$ cat src/rtl/la_capture_buffer.sv
// Logic-analyzer acquisition: synchronizes probes, samples them at a switch-selected rate into a
// circular trace with a debounced freeze toggle; read data 1 cycle after rd_addr, no backpressure.
module la_capture_buffer #(
   parameter int CH       = 4,
   parameter int DEPTH    = 96,
   parameter int AW       = 7,
   parameter int DIV_SLOW = 100000,
   parameter int DIV_FAST = 1000,
   parameter int DEB      = 1000000
) (
   input  logic          clk,
   input  logic          rst,
   input  logic [CH-1:0] logic_in_external,
   input  logic          speed_switch,
   input  logic          freeze_button,
   input  logic [AW-1:0] rd_addr,
   output logic [CH-1:0] rd_data,
   output logic [AW-1:0] sample_count,
   output logic          frozen,
   output logic          trace_updated
);

   localparam int MW   = $clog2(DEPTH);
   localparam int DMAX = (DIV_SLOW > DIV_FAST) ? DIV_SLOW : DIV_FAST;
   localparam int DW   = $clog2(DMAX);
   localparam int BW   = $clog2(DEB);

   typedef enum logic {CAPTURE, HOLD} state_t;

   logic [CH-1:0] probe_s1, probe_s2;
   logic          spd_s1, spd_s2, spd_prev;
   logic          btn_s1, btn_s2;

   always_ff @(posedge clk or negedge rst) begin
      if (!rst) begin
         probe_s1 <= '0;
         probe_s2 <= '0;
         spd_s1   <= 1'b0;
         spd_s2   <= 1'b0;
         btn_s1   <= 1'b0;
         btn_s2   <= 1'b0;
      end else begin
         probe_s1 <= logic_in_external;
         probe_s2 <= probe_s1;
         spd_s1   <= speed_switch;
         spd_s2   <= spd_s1;
         btn_s1   <= freeze_button;
         btn_s2   <= btn_s1;
      end
   end

   // Rate generator: a change of the synced switch restarts the period without ticking.
   logic [DW-1:0] div_cnt, div_last;
   logic          spd_chg, tick;

   assign div_last = spd_s2 ? DW'(DIV_FAST - 1) : DW'(DIV_SLOW - 1);
   assign spd_chg  = spd_s2 ^ spd_prev;
   assign tick     = !spd_chg && (div_cnt == div_last);

   always_ff @(posedge clk or negedge rst) begin
      if (!rst) begin
         spd_prev <= 1'b0;
         div_cnt  <= '0;
      end else begin
         spd_prev <= spd_s2;
         if (spd_chg || tick) div_cnt <= '0;
         else                 div_cnt <= div_cnt + 1'b1;
      end
   end

   logic [BW-1:0] deb_cnt;
   logic          btn_deb, btn_deb_q, toggle;

   always_ff @(posedge clk or negedge rst) begin
      if (!rst) begin
         deb_cnt   <= '0;
         btn_deb   <= 1'b0;
         btn_deb_q <= 1'b0;
      end else begin
         btn_deb_q <= btn_deb;
         if (btn_s2 == btn_deb) begin
            deb_cnt <= '0;
         end else if (deb_cnt == BW'(DEB - 1)) begin
            btn_deb <= btn_s2;
            deb_cnt <= '0;
         end else begin
            deb_cnt <= deb_cnt + 1'b1;
         end
      end
   end

   assign toggle = btn_deb & ~btn_deb_q;

   state_t state, state_nxt;
   logic   wr_en;

   always_ff @(posedge clk or negedge rst) begin
      if (!rst) state <= CAPTURE;
      else      state <= state_nxt;
   end

   // A freeze toggle always beats a coincident tick, in either direction.
   always_comb begin
      state_nxt = state;
      wr_en     = 1'b0;
      case (state)
         CAPTURE: begin
            if (toggle) state_nxt = HOLD;
            else        wr_en     = tick;
         end
         HOLD: begin
            if (toggle) state_nxt = CAPTURE;
         end
         default: state_nxt = CAPTURE;
      endcase
   end

   assign frozen = (state == HOLD);

   logic [MW-1:0] wr_ptr;

   always_ff @(posedge clk or negedge rst) begin
      if (!rst) begin
         wr_ptr        <= '0;
         sample_count  <= '0;
         trace_updated <= 1'b0;
      end else begin
         trace_updated <= wr_en | toggle;
         if (wr_en) begin
            wr_ptr <= (wr_ptr == MW'(DEPTH - 1)) ? '0 : wr_ptr + 1'b1;
            if (sample_count != AW'(DEPTH)) sample_count <= sample_count + 1'b1;
         end
      end
   end

   // Trace storage is deliberately not reset; sample_count alone says what is valid.
   logic [CH-1:0] mem [DEPTH];

   always_ff @(posedge clk) begin
      if (wr_en) mem[wr_ptr] <= probe_s2;
   end

   logic [AW:0]   rd_sum;
   logic [MW-1:0] rd_phys;
   logic          full, rd_valid;

   assign full     = (sample_count == AW'(DEPTH));
   assign rd_sum   = (AW+1)'(wr_ptr) + (AW+1)'(rd_addr);
   assign rd_valid = (rd_addr < sample_count);
   // Once wrapped, the oldest sample sits at wr_ptr; one subtract folds the sum back into range.
   assign rd_phys  = !full ? MW'(rd_addr) :
                     (rd_sum >= (AW+1)'(DEPTH)) ? MW'(rd_sum - (AW+1)'(DEPTH)) : MW'(rd_sum);

   always_ff @(posedge clk or negedge rst) begin
      if (!rst) rd_data <= '0;
      else      rd_data <= rd_valid ? mem[rd_phys] : '0;
   end

endmodule
$ cat config.mk
export PLATFORM = sky130hd
export DESIGN_NAME = la_capture_buffer
export DESIGN_NICKNAME = d
export VERILOG_FILES = /design/src/rtl/la_capture_buffer.sv
export SDC_FILE = /design/constraint.sdc
export NUM_CORES = 1
export LEC_CHECK = 0
export ABC_AREA = 1
export BUFFER_PORTS_ARGS = -buffer_cell sky130_fd_sc_hd__buf_2
export CORE_UTILIZATION = 60
export DETAILED_ROUTE_END_ITERATION = 8
export PLACE_DENSITY = 0.8
export SLEW_MARGIN = 25
export SYNTH_ARGS = -nofsm -noshare
export SYNTH_HDL_FRONTEND = slang
export SYNTH_SLANG_ARGS = --single-unit
$ cat constraint.sdc
create_clock -name clk -period 2.65 [get_ports clk]
set_input_delay 0.53 -clock clk [delete_from_list [all_inputs] [get_ports clk]]
set_output_delay 0.53 -clock clk [all_outputs]
set_load 0.02 [all_outputs]
# Word-level counts from Yosys, hierarchy flattened
# Memories as Yosys holds them, arrays and structs flattened.
# Cells that the tools add are included.
# word_totals
ff_bits,72
ramBits,384
input_bits,15
out_inout_bits,13
mem_count,1
# op_classes
add_sub_neg,6
order_cmp,2
eq_ne,6
muxes,15
bitwise,6
reduce_logical,5
# mem_list
memory,depth,width,read_ports,rd_ports_with_merged_regs,wr,line,rtl
mem,96,4,1,0,1,137,logic [CH-1:0] mem [DEPTH];
# op_table
op,count
two-way mux 20 bit,2
two-way mux 17 bit,2
two-way mux 7 bit,3
"adder 20 x 1 -> 20 bit, second input constant",1
"equality test 20 bit, second input constant",1
"adder 17 x 1 -> 17 bit, second input constant",1
equality test 17 bit,1
"adder 7 x 1 -> 7 bit, second input constant",2
"equality test 7 bit, second input constant",2
adder 7 x 7 -> 8 bit,1
"greater-or-equal comparator 8 x 7 -> 1 bit, second input constant",1
less-than comparator 7 bit,1
"inequality test 7 bit, second input constant",1
"subtractor 7 bit, second input constant",1
two-way mux 1 bit,6
two-way mux 4 bit,1
AND reduction 2 bit,2
inverter 1 bit,3
one-hot mux 1 bit (2 select lines),1
bitwise AND 1 bit,1
equality test 1 bit,1
logical AND 1 bit,1
zero test 1 bit,1
logical OR 1 bit,1
2 further kinds,2

# Depth between registers and ports, before layout
# depth
word_depth,7
ltp_mapped,18
depth_no_buf,17

# Least setup slack after synthesis
# No wires, ideal clock.
# synth_path
kind,input to register
start,input port rd_addr[0]
end,register rd_data[2]
setup_ns,0.113
arrival_time_ns,2.304
path_slack_ns,0.234
cell_stages,13
n_path_buf,2
cell_sequence,ha_1 fa_1 xnor2_1 o21ai_2 buf_2 buf_2 nand3_1 nand3_1 nand3_1 nand3_1 nand3_1 nand2_1 inv_1
# synth_via
elab_chain_len,6
elab_cells_between_ends,8
# synth_lines
element,line,rtl
start: declaration,16,"input logic [AW-1:0] rd_addr,"
adder 7 x 7 -> 8 bit,148,assign rd_sum = (AW+1)'(wr_ptr) + (AW+1)'(rd_addr);
subtractor 7 bit / greater-or-equal comparator 8 x 7 -> 1 bit (equally long branches),152,(rd_sum >= (AW+1)'(DEPTH)) ? MW'(rd_sum - (AW+1)'(DEPTH)) : MW'(rd_sum);
two-way mux 7 bit,152,
two-way mux 7 bit,151,assign rd_phys = !full ? MW'(rd_addr) :
memory (96 x 4 bit),-,
two-way mux 4 bit *,156,else rd_data <= rd_valid ? mem[rd_phys] : '0;
end signal: assignment,156,
end: declaration,17,"output logic [CH-1:0] rd_data,"
# Mark *: on every way between the ends. The rest lies on a longest branch, timed or not.
# A chain may end at the register's enable or synchronous reset.

# Final worst setup path
# layout_path
start,register sample_count[1]
end,register rd_data[0]
# layout_via
elab_chain_len,4
elab_cells_between_ends,5
# layout_lines
element,line,rtl
start: declaration,18,"output logic [AW-1:0] sample_count,"
start signal: assignment,131,if (sample_count != AW'(DEPTH)) sample_count <= sample_count + 1'b1;
equality test 7 bit,147,assign full = (sample_count == AW'(DEPTH));
two-way mux 7 bit,151,
memory (96 x 4 bit),-,
two-way mux 4 bit *,156,
# Marks and branches as above.

==> summary.txt <==
Final layout
  • Final Util: 0.705
  • Share of cells above drive strength 1: 0.125
  • Fillers: 2233
  • Reg area: 13300 um^2
  • Final net count: 2033
  • Area of the multi-input gates: 5880 um^2
  • Antenna diode instance count: 0
  • Area growth syn-to-layout: 14.9%

Power and ir drop
  • Leak: 8.99 nW
  • Peak VDD IR: 589 uV
  • Pwr dens: 649 nW/um^2
  • Final total power: 0.0150 W

Placement
  • Pre-CTS WS: -0.151 ns
  • Post-DP HPWL: 30.7 mm
  • Port Buffers: 27
  • RePlAce Congestion: 0.928

Yosys
  • Synthesized flop and latch total: 456
  • Synth Net Count: 1947
  • Post-Synthesis Cells: 1913
  • Seq/Total Area, Yosys: 0.663
  • Synth top area share: 0.573
  • EDFF count, synth: 384
  • Synth cell types: 49
  • Syn_area_per_cell: 10.5 um^2
  • Synthesized area: 20100 um^2
  • Adder-cell share of the synthesized area: 0.0122
  • Commonest cells post-synth: 490 x nand2_1, 393 x nand3_1, 384 x edfxtp_1
  • Post-synthesis compound-gate area fraction: 0.0177
  • Combinational family with the most area after synthesis: simple AND/OR/NAND/NOR gates
  • Area leader, netlist: edfxtp_1
  • Area contributors post-synth: edfxtp_1 57%, nand3_1 9.8%, nand2_1 9.1%
  • Cell with the most instances after synthesis: nand2_1
  • Synth Warn #: 0
  • Simple-Gate Fraction of Synth Area: 0.242
  • FFs w/ async S/R, synth: 0.158
  • Mux cell area share after synthesis: 0
  • Synth Flop Type: edfxtp_1
  • XOR/XNOR Fraction of Synth Area: 0.0105

Floorplanning
  • # IOs: 28
  • Chip width: 185 um
  • Die H: 185 um
  • # rows: 66
  • Die ar.: 34300 um^2
  • Initial Util: 0.613
  • Core area: 32800 um^2

Routing
  • Drc violations: 0
  • Vias: 14800
  • Post-DRT Antenna Nets: 0
  • Initial drt markers: 2022
  • Final WL: 51.4 mm
  • Via density: 5.99
  • 1st-pass router iterations: 6
  • DR WL/cell: 20.8 um

Timing
  • Achievable clock frequency: 373 MHz
  • Slew Viols, Final: 0
  • Period utilisation layout: 1.01
  • Rel. slew slack: 0.591
  • RSZ-0062 raised after global routing: true
  • Period minus WS final: 2.68 ns
  • Worst slew pin tran: 0.611 ns
  • Final setup violation count: 4
  • Hold Slack: 0.0832 ns
  • Setup TNS: -0.0808 ns
  • Final hold violation count: 0
  • Clk_skew: 0.0148 ns
  • Final worst-path setup slack: -0.0345 ns

Global route
  • Largest net degree at the start of global routing: 97
  • Initial antenna violation count: 0
  • First-pass GRT wire length: 75.9 mm
  • Vias in the first global route: 14200
  • Total track usage: 0.294
  • Congestion Overflow GR: 0

Status
  • Failing checks: setup timing
  • Status: complete, but fails checks

Critical path
  • Critical path data arrival time: 3.12 ns
  • CP Capture Type: flip-flop
  • Setup CP Type: flip-flop to flip-flop
  • CP required: 3.09 ns
  • CP Launch Type: flip-flop
  • Max FO, Critical Path: 13

Clock tree
  • Clock Sinks: 456
  • Clk_lat worst skew: 0.55 ns
  • H-tree Lvls: 2
  • Clock slew at reported path FFs: 0.06 ns
  • CTS tree: done
  • CTS max path bufs: 3
  • CTS root buf: clkbuf_16
  • TritonCTS Buffers: 46

Hold path
  • Min-Delay Path Class: input port to flip-flop

Job
  • Max Cap Viol: 0
==> flip-flops by register name (all words and copies together), names as in the netlist, 4 cells and up <==
| name | flops |
|---|---|
| mem | 384 |
| deb_cnt | 20 |
| div_cnt | 17 |
| sample_count | 7 |
| wr_ptr | 7 |
| probe_s1 | 4 |
| probe_s2 | 4 |
| rd_data | 4 |
==> layout by cell type, fill, tap and decap left out, types with 3 or more instances in the layout <==
master,n
nand2_4,4
nand2_1,488
buf_4,58
nor3b_1,12
xor2_1,18
nand4_1,20
nand3_2,8
nor4_1,3
inv_1,149
xnor2_1,6
buf_6,5
nand2_2,3
dfrtp_2,4
o21ai_0,19
nor2_1,127
nor2_2,27
inv_2,5
nor3_1,18
clkbuf_1,11
a21oi_1,24
buf_2,26
dfrtp_1,68
ha_1,17
nand3_1,385
buf_12,26
bufinv_16,3
clkinv_2,7
clkbuf_16,53
edfxtp_1,384
clkinv_1,11
==> kinds of logic after synthesis <==
kind of cell,count (synthesis)
XOR/XNOR,24
AND/OR/NAND/NOR,1107
flip-flops,456
buffers and inverters,245
AO/OA/AOI/OAI,62
adder cells (fa/ha/maj),19
==> final timing paths <==
kind                                                   from               endpoint  slack [ns]  cells after the start
worst max register to register  sample_count[1]$_DFFE_PN0P_   rd_data[0]$_DFF_PN0_       -0.03                     17
max in group asynchronous                               rst  probe_s2[2]$_DFF_PN0_        1.57                      3
worst min-delay path                   logic_in_external[1]  probe_s1[1]$_DFF_PN0_        0.08                      1
worst max-delay path            sample_count[1]$_DFFE_PN0P_   rd_data[0]$_DFF_PN0_       -0.03                     17
min in group asynchronous                               rst   div_cnt[8]$_DFF_PN0_        0.50                      2
worst min register to register        probe_s1[1]$_DFF_PN0_  probe_s2[1]$_DFF_PN0_        0.35                      0
==> critical path, cell delays in order (launching register included) <==
cell	delay (ns)
dfrtp_1	0.39
inv_2	0.08
ha_2	0.18
inv_1	0.07
nor2_4	0.11
nand3_4	0.12
buf_4	0.19
o21ai_4	0.26
buf_6	0.16
buf_6	0.12
buf_6	0.20
nand3_1	0.14
nand3_1	0.11
nand3_1	0.09
nand3_1	0.12
nand3_1	0.07
nand2_1	0.07
a21oi_1	0.05
==> power by group <==
part	leakage, nW	total [W]	switching (W)	internal (W)
sequential	4.41	0.00783	0.0000258	0.00781
combinational	3.88	0.000981	0.000651	0.000330
clock	0.691	0.00619	0.00263	0.00356
==> routing by layer <==
layer  share of wire  wire length [um]  global-route usage  up-vias
met3            0.11              5880              0.0448      184
met1            0.37             18900               0.390     7037
met4           0.043              2190               0.133        0
met2            0.47             24400               0.481      898
li1                -                 -                   -     6711
met5               0                 0                   0        -
==> final cells by class <==
| type | count | area share |
|---|---|---|
| flip-flops and latches | 456 | 0.577 |
| multi-input cells | 1214 | 0.254 |
| repair buffers | 123 | 0.0575 |
| clock buffers | 59 | 0.0533 |
| inverters | 158 | 0.0258 |
| well taps | 442 | 0.0239 |
| clock inverters | 22 | 0.00812 |
==> metrics by stage <==
| stage | area [um^2] | cells |
|---|---|---|
| after CTS | 22700 | 2453 |
| after floorplan | 20100 | 1913 |
| final | 23100 | 2474 |
| after global routing | 23100 | 2474 |
| after detailed placement | 21200 | 2371 |
| after global placement | 21200 | 2371 |
==> repair_timing <==
| item | 4_1_cts | 5_1_grt |
|---|---|---|
| pin swaps | 0 | 5 |
| gates cloned | 0 | 9 |
| endpoints found under the hold margin | 36 | 0 |
| buffers inserted | 0 | 12 |
| setup endpoints to repair | 42 | 115 |
| hold buffers | 1 | 0 |
| gates resized for setup | 1 | 51 |
Note: power is estimated with default switching activity, not from simulation.
